==> src/rtl/data_req_ctrl_pkg.sv <==
// Shared types for the data-side request sequencer: bus access size,
// pending-FIFO entry and the issue FSM state encoding.
package data_req_ctrl_pkg;

    typedef enum logic [1:0] {
        SIZE_B = 2'd0,
        SIZE_H = 2'd1,
        SIZE_W = 2'd2
    } mem_size_t;

    typedef struct packed {
        logic wr;
        logic cancel;
    } pend_entry_t;

    typedef enum logic {
        ST_IDLE,
        ST_ISSUE
    } issue_state_t;

endpackage

==> src/rtl/data_req_ctrl_pend_fifo.sv <==
// Circular FIFO of transactions past addr_ok awaiting data_ok; a broadcast
// cancel marks every stored entry so its response is later dropped.
module pend_fifo
    import data_req_ctrl_pkg::*;
#(
    parameter int DEPTH = 2,
    parameter int CNT_W = $clog2(DEPTH + 1)
) (
    input  logic             clk,
    input  logic             resetn,
    input  logic             push,
    input  pend_entry_t      din,
    input  logic             pop,
    input  logic             cancel_all,
    output pend_entry_t      head,
    output logic             empty,
    output logic             full,
    output logic [CNT_W-1:0] count
);

    localparam int PTR_W = (DEPTH > 1) ? $clog2(DEPTH) : 1;

    pend_entry_t      mem [DEPTH];
    logic [PTR_W-1:0] wr_ptr_reg, rd_ptr_reg;
    logic [CNT_W-1:0] count_reg;
    logic             do_push, do_pop;

    function automatic logic [PTR_W-1:0] ptr_inc(input logic [PTR_W-1:0] p);
        return (p == PTR_W'(DEPTH - 1)) ? '0 : p + PTR_W'(1);
    endfunction

    assign empty   = (count_reg == '0);
    assign full    = (count_reg == CNT_W'(DEPTH));
    assign count   = count_reg;
    assign head    = mem[rd_ptr_reg];
    assign do_push = push & ~full;
    assign do_pop  = pop & ~empty;

    always_ff @(posedge clk) begin
        if (!resetn) begin
            wr_ptr_reg <= '0;
            rd_ptr_reg <= '0;
            count_reg  <= '0;
            for (int i = 0; i < DEPTH; i++) mem[i] <= '0;
        end else begin
            // Cancelling free slots too is harmless: a push rewrites the whole entry.
            if (cancel_all)
                for (int i = 0; i < DEPTH; i++) mem[i].cancel <= 1'b1;
            if (do_push) begin
                mem[wr_ptr_reg] <= din;
                wr_ptr_reg      <= ptr_inc(wr_ptr_reg);
            end
            if (do_pop) rd_ptr_reg <= ptr_inc(rd_ptr_reg);
            case ({do_push, do_pop})
                2'b10:   count_reg <= count_reg + CNT_W'(1);
                2'b01:   count_reg <= count_reg - CNT_W'(1);
                default: count_reg <= count_reg;
            endcase
        end
    end

endmodule

==> src/rtl/data_req_ctrl.sv <==
// Latches one load/store, holds it on the SRAM-like bus until addr_ok, tracks
// outstanding transactions and returns in-order responses, dropping flushed ones.
module data_req_ctrl
    import data_req_ctrl_pkg::*;
#(
    parameter int MAX_OUTSTANDING = 2
) (
    input  logic        clk,
    input  logic        resetn,
    input  logic        req_valid,
    input  logic        req_wr,
    input  logic [2:0]  req_size,
    input  logic [3:0]  req_wstrb,
    input  logic [31:0] req_addr,
    input  logic [31:0] req_wdata,
    output logic        req_ready,
    input  logic        flush,
    output logic        data_req,
    output logic        data_wr,
    output logic [1:0]  data_size,
    output logic [31:0] data_addr,
    output logic [3:0]  data_wstrb,
    output logic [31:0] data_wdata,
    input  logic        data_addr_ok,
    input  logic        data_data_ok,
    input  logic [31:0] data_rdata,
    output logic        resp_valid,
    output logic        resp_wr,
    output logic [31:0] resp_rdata,
    output logic        busy
);

    localparam int CNT_W = $clog2(MAX_OUTSTANDING + 1);

    issue_state_t     state_reg, state_next;
    logic             pend_cancel_reg, pend_cancel_next;
    logic             wr_reg;
    mem_size_t        size_reg;
    logic [3:0]       wstrb_reg;
    logic [31:0]      addr_reg, wdata_reg;
    logic             resp_valid_reg, resp_wr_reg;
    logic [31:0]      resp_rdata_reg;
    logic [CNT_W-1:0] cnt;
    pend_entry_t      push_entry, head;
    logic             push, accept, resp_fire, fifo_empty, fifo_full;
    logic             unused_size_msb;

    assign unused_size_msb = req_size[2];

    always_comb begin
        state_next        = state_reg;
        pend_cancel_next  = pend_cancel_reg;
        push              = 1'b0;
        req_ready         = 1'b0;
        data_req          = 1'b0;
        push_entry.wr     = wr_reg;
        push_entry.cancel = flush | pend_cancel_reg;
        case (state_reg)
            ST_IDLE: begin
                req_ready        = resetn & ~flush & ~fifo_full;
                pend_cancel_next = 1'b0;
                if (req_valid & req_ready) state_next = ST_ISSUE;
            end
            ST_ISSUE: begin
                // Never retracted: a flushed request still completes, only its response is dropped.
                data_req = 1'b1;
                if (data_addr_ok) begin
                    push             = 1'b1;
                    pend_cancel_next = 1'b0;
                    state_next       = ST_IDLE;
                end else if (flush) begin
                    pend_cancel_next = 1'b1;
                end
            end
            default: state_next = ST_IDLE;
        endcase
    end

    assign accept    = req_valid & req_ready;
    assign resp_fire = data_data_ok & ~head.cancel & ~flush;

    always_ff @(posedge clk) begin
        if (!resetn) begin
            state_reg       <= ST_IDLE;
            pend_cancel_reg <= 1'b0;
            wr_reg          <= 1'b0;
            size_reg        <= SIZE_B;
            wstrb_reg       <= '0;
            addr_reg        <= '0;
            wdata_reg       <= '0;
            resp_valid_reg  <= 1'b0;
            resp_wr_reg     <= 1'b0;
            resp_rdata_reg  <= '0;
        end else begin
            state_reg       <= state_next;
            pend_cancel_reg <= pend_cancel_next;
            if (accept) begin
                wr_reg    <= req_wr;
                size_reg  <= mem_size_t'(req_size[1:0]);
                wstrb_reg <= req_wstrb;
                addr_reg  <= req_addr;
                wdata_reg <= req_wdata;
            end
            resp_valid_reg <= resp_fire;
            resp_wr_reg    <= resp_fire & head.wr;
            resp_rdata_reg <= (resp_fire & ~head.wr) ? data_rdata : 32'h0;
        end
    end

    pend_fifo #(
        .DEPTH (MAX_OUTSTANDING),
        .CNT_W (CNT_W)
    ) u_pend_fifo (
        .clk        (clk),
        .resetn     (resetn),
        .push       (push),
        .din        (push_entry),
        .pop        (data_data_ok),
        .cancel_all (flush),
        .head       (head),
        .empty      (fifo_empty),
        .full       (fifo_full),
        .count      (cnt)
    );

    assign data_wr    = wr_reg;
    assign data_size  = size_reg;
    assign data_addr  = addr_reg;
    assign data_wstrb = wstrb_reg;
    assign data_wdata = wdata_reg;
    assign resp_valid = resp_valid_reg;
    assign resp_wr    = resp_wr_reg;
    assign resp_rdata = resp_rdata_reg;
    assign busy       = (state_reg == ST_ISSUE) | (cnt != '0);

    // Bus protocol violations have no recovery path.
    assert property (@(posedge clk) disable iff (!resetn) data_data_ok |-> !fifo_empty);
    assert property (@(posedge clk) disable iff (!resetn) data_addr_ok |-> (state_reg == ST_ISSUE));

endmodule

==> config.mk <==
export PLATFORM = sky130hd
export DESIGN_NAME = data_req_ctrl
export DESIGN_NICKNAME = d
export VERILOG_FILES = /design/src/rtl/data_req_ctrl_pkg.sv /design/src/rtl/data_req_ctrl_pend_fifo.sv /design/src/rtl/data_req_ctrl.sv
export SDC_FILE = /design/constraint.sdc
export NUM_CORES = 1
export LEC_CHECK = 0
export CORE_UTILIZATION = 30
export CTS_CLUSTER_SIZE = 30
export DETAILED_ROUTE_END_ITERATION = 10
export HOLD_SLACK_MARGIN = 0.1
export PLACE_DENSITY_LB_ADDON = 0.08
export SLEW_MARGIN = 15
export SYNTH_ARGS = -nofsm -noshare
export SYNTH_HDL_FRONTEND = slang
export SYNTH_SLANG_ARGS = --single-unit
==> constraint.sdc <==
create_clock -name clk -period 3.7 [get_ports clk]
set_clock_uncertainty 0.15 [all_clocks]
set_input_delay 0.37 -clock clk [delete_from_list [all_inputs] [get_ports clk]]
set_output_delay 0.37 -clock clk [all_outputs]
set_load 0.05 [all_outputs]
Yosys cells after proc, flatten, opt, wreduce, memory -nomap -nowiden
Memories as Yosys holds them, arrays and structs flattened. A register that Yosys moved wholly into a read port is not among the register bits.
Index checks and enable logic that the tools add are counted.

operators by class
  add/sub/neg operators = 4
  equal/unequal tests = 4
  multiplexer cells = 24
  bitwise logic cells = 20
  reductions and logical operators = 4

operators with widths
  cell                                                                    count
  1-bit two-way mux                                                       21
  1-bit AND                                                               10
  1-bit inverter                                                          6
  2-bit equality test (second input constant)                             2
  1-bit OR                                                                4
  1-bit one-hot mux with 2 select lines                                   2
  2-bit one-hot mux with 2 select lines                                   1
  2-bit nonzero test                                                      2
  3-bit != test (second input constant)                                   1
  1-bit adder (second input constant)                                     2
  2-bit by 1-bit adder with 2-bit output (second input constant)          1
  2-bit by 1-bit equality test with 1-bit output (second input constant)  1
  2-bit zero test                                                         1
  2-bit AND reduction                                                     1
  2-bit by 1-bit subtractor with 2-bit output (second input constant)     1

word-level totals
  flip-flop bits (word level) = 111
  RAM bits = 4
  output and inout port bits = 108
  memories = 1

memories
  name             depth  width  rd ports  clocked after Yosys merged registers in  write ports  line                           RTL
  u_pend_fifo.mem  2      2      1         1                                        3            data_req_ctrl_pend_fifo.sv:23  pend_entry_t mem [DEPTH];

Logic depth before layout (Yosys ltp)
  depth after elaboration = 6
  gate-level depth with buffers = 8

Modules after synthesis
A second synthesis with hierarchy kept.

second synthesis, totals
  cell total of the unflattened synthesis = 440
  area, all modules = 4409.2 um^2

modules (own cells, without submodules)
  module         instances  cells each  area an instance (um^2)
  data_req_ctrl  1          396         3968.8
  pend_fifo      1          44          440.4

Worst setup path before layout
No wires, ideal clock.

  path kind = input to output
  from = input resetn
  to = output req_ready
  arrival time = 1640 ps
  data required time = 3180 ps
  path slack = 1540 ps
  stages = 5
  buffers on the path = 2
  cell sequence = nor2b_1 > buf_4 > buf_2 > nand2_1 > nor2_1

on the way
  cells in the longest elaborated chain, start to end = 3

ends and longest elaborated chain
  what                    line                 RTL
  start: declaration      data_req_ctrl.sv:9   input logic resetn,
  1-bit AND (2 in a row)  data_req_ctrl.sv:60  req_ready = resetn & ~flush & ~fifo_full;
  1-bit two-way mux       data_req_ctrl.sv:58  case (state_reg)
  end: declaration        data_req_ctrl.sv:16  output logic req_ready,

No other way between the ends.

Final worst setup path
  from = register u_pend_fifo.count_reg[0], in the netlist u_pend_fifo.count[0]
  to = output req_ready

on the way
  cells in the longest elaborated chain, start to end = 4

ends and longest elaborated chain
  what                      line                           RTL
  start: declaration        data_req_ctrl_pend_fifo.sv:25  logic [CNT_W-1:0] count_reg;
  start signal: assignment  data_req_ctrl_pend_fifo.sv:55  2'b10: count_reg <= count_reg + CNT_W'(1);
  start signal: assignment  data_req_ctrl_pend_fifo.sv:56  2'b01: count_reg <= count_reg - CNT_W'(1);
  start signal: assignment  data_req_ctrl_pend_fifo.sv:57  default: count_reg <= count_reg;
  2-bit equality test       data_req_ctrl_pend_fifo.sv:33  assign full = (count_reg == CNT_W'(DEPTH));
  1-bit inverter            data_req_ctrl.sv:60
  1-bit AND                 data_req_ctrl.sv:60
  1-bit two-way mux         data_req_ctrl.sv:58

No other way between the ends.

==> flow_metrics.py <==
metrics = {
    "synthesis": {
        "synth-edff-count": 4,
        "syn_area_per_cell_um2": 9.839,
        "yosys_warnings": 0,
        "synthCells": 447,
        "synth_flop_cell": "dfxtp_1",
        "synth_seq_cells": 116,
        "synth.distinct_cells": 26,
        "synthArstFlopShare": 0,
        "syn-num-nets": 558,
        "ys_seq_area_frac": 0.5371,
        "syn_area_um2": 4398,
    },
    "sta": {
        "fin_crit_sh": 0.7943,
        "slew_headroom": 0.4190,
        "fin_crit_ns": 2.939,
        "rsz0062_at_grt": "no",
        "fin_setup_tns_ns": 0,
        "setup-violations-final": 0,
        "finalHoldViolCount": 0,
        "finalMaxSlewViolations": 0,
        "worst_pin_slew_ns": 0.8715,
        "clock.fmax_ghz": 0.3403,
        "timing.hold.ws_ns": 0.2654,
    },
    "placed_design": {
        "routabilityCongestion": 0.7057,
        "dp_hpwl_um": 8389,
        "io_buffers": 216,
    },
    "route": {
        "viasPerCell": 4.745,
        "first_pass_iters": 5,
        "drc": 0,
        "drt_wl_total_um": 13010,
        "wire_per_inst_um": 15.53,
        "vias": 3976,
        "drt_iter0_markers": 142,
        "ant_nets": 0,
    },
    "worst_setup_path": {
        "crit_arrival_ns": 2.42,
        "start_kind": "flip-flop",
        "crit_required_ns": 3.18,
        "critPathKind": "reg2out",
        "cp_max_fo": 25,
        "critPathCaptureType": "primary output",
    },
    "final_layout": {
        "nFillCells": 1294,
        "drive_gt1_frac": 0.1733,
        "utilization": 0.5171,
        "areaGrowthSynthToFinish_pct": 65.75,
        "fin_nets": 758,
        "diodes": 0,
    },
    "global_routing": {
        "grt_overflow_total": 0,
        "grt_pass1_vias": 3886,
        "grt_max_degree": 83,
        "antenna_found_initial": 0,
        "track_usage": 0.1721,
        "grt_pass1_wl_um": 19780,
    },
    "clock_network": {
        "numCtsBuffers": 17,
        "clock-sinks": 116,
        "clock-root-buffer": "clkbuf_16",
        "cts_hold_buf": 0,
        "cts_setup_buffers": 0,
        "cts_tree": "yes",
        "htreeDepth": 4,
        "clk_latency_ns": 0.40,
        "path_clk_slew_ns": 0.05,
        "cts_buffer_depth": 2,
        "cts_resized": 0,
    },
    "die": {
        "fp-row-count": 43,
        "start_util": 0.3120,
        "io_pins": 218,
        "fp.dieW_um": 123.1,
        "fp.coreArea_um2": 14100,
        "die_area_um2": 15150,
        "fp.dieH_um": 123.1,
    },
    "power_and_ir_drop": {
        "powerDensity_nw_per_um2": 512.5,
        "p_total_mw": 3.736,
        "vdd.ir_drop.worst_mv": 0.2850,
        "p_leak_nw": 2.693,
    },
    "worst_hold_path": {
        "hp-class": "in2reg",
    },
    "flow_run": {
        "drv_cap": 0,
    },
    "outcome": {
        "run_status": "finished, final reports clean",
    },
}
==> cells by family after synthesis <==
| group | synth area share |
|---|---|
| AOI/OAI and AO/OA | 0.1550 |
| xor gates and xnor gates | 0.005975 |
| adders and majority gates | 0.002844 |
| buffers and inverters | 0.05576 |
| DFF | 0.5371 |
| muxes | 0.004552 |
| and+or+nand+nor | 0.2387 |
==> final timing paths <==
check / end / startpoint / depth (start not counted) / slack, ns
setup / recovery: req_ready / u_pend_fifo.count[0] / 4 / 0.76
hold / removal: u_pend_fifo.mem[1][0] / resetn / 3 / 0.27
setup reg to reg: u_pend_fifo.mem[0][1] / u_pend_fifo.count[0] / 4 / 1.27
hold reg to reg: data_wdata[4] / data_wdata[4] / 2 / 0.30
==> synthesized netlist by cell type, drive strengths merged (3+ instances only) <==
| cell type | n | area [um^2] |
|---|---|---|
| nor2b | 6 | 37.54 |
| nor2 | 3 | 11.26 |
| nand4 | 73 | 456.7 |
| nand2 | 78 | 292.8 |
| dfxtp | 112 | 2242 |
| xnor2 | 3 | 26.28 |
| o21ai | 74 | 633.1 |
| clkbuf | 30 | 112.6 |
| buf | 14 | 128.9 |
| and2 | 33 | 206.5 |
| edfxtp | 4 | 120.1 |
==> cell type report <==
| class | instances | area [um^2] | area share |
|---|---|---|---|
| clock buffers | 20 | 456.7 | 0.06265 |
| clock inverters | 10 | 203.9 | 0.02798 |
| inverters | 1 | 3.754 | 0.0005149 |
| multi-input cells | 286 | 1813 | 0.2487 |
| flip-flops and latches | 116 | 2362 | 0.3241 |
| well taps | 180 | 225.2 | 0.03090 |
| repair buffers | 225 | 2225 | 0.3052 |
==> layout by cell type, fill, tap and decap left out <==
cell	instances
nand4_1	73
o21ai_2	70
clkinv_4	1
clkdlybuf4s50_1	215
clkbuf_8	2
buf_2	1
and2_1	33
nor2b_1	4
nand2_1	78
clkinv_2	3
nand3_1	1
bufinv_16	6
o21a_1	2
xnor2_1	3
clkbuf_16	17
o211a_1	1
edfxtp_1	4
and4_1	1
nand2b_2	1
nor2_1	3
a21boi_0	2
and3_1	1
or3_1	2
mux2i_1	2
a31o_2	1
inv_1	1
nor2b_4	2
dfxtp_1	112
clkbuf_1	1
and3_4	1
buf_4	9
o21ai_0	4
ha_1	1
==> stage by stage <==
stage | setup WS [ns] | cell area [um^2] | std cells
global placement | 1.049 | 6629 | 808
floorplan | 1.540 | 4398 | 447
detailed placement | 1.040 | 6629 | 808
CTS | 0.7342 | 7289 | 838
global route | 0.6354 | 7289 | 838
finish | 0.7612 | 7289 | 838
==> worst max-delay path: stages (launching register included) <==
cell and delay (ns):
dfxtp_1 0.41, nand2b_2 0.54, nand2_1 0.10, nor2_1 0.14, clkdlybuf4s50_1 0.82
==> power by group <==
part,internal [mW],switching (mW)
Sequential,1.31,0.0274
Clock,1.29,0.552
Combinational,0.231,0.324
Total,2.83,0.904
==> per-layer routing <==
layer	vias to the layer above	wire, um	GRT usage
met4	0	152	0.07078
met5	-	0	0
li1	1977	-	-
met2	151	6166	0.2813
met1	1837	5508	0.1955
met3	11	1185	0.07611
(Power assumes the default switching activity.)
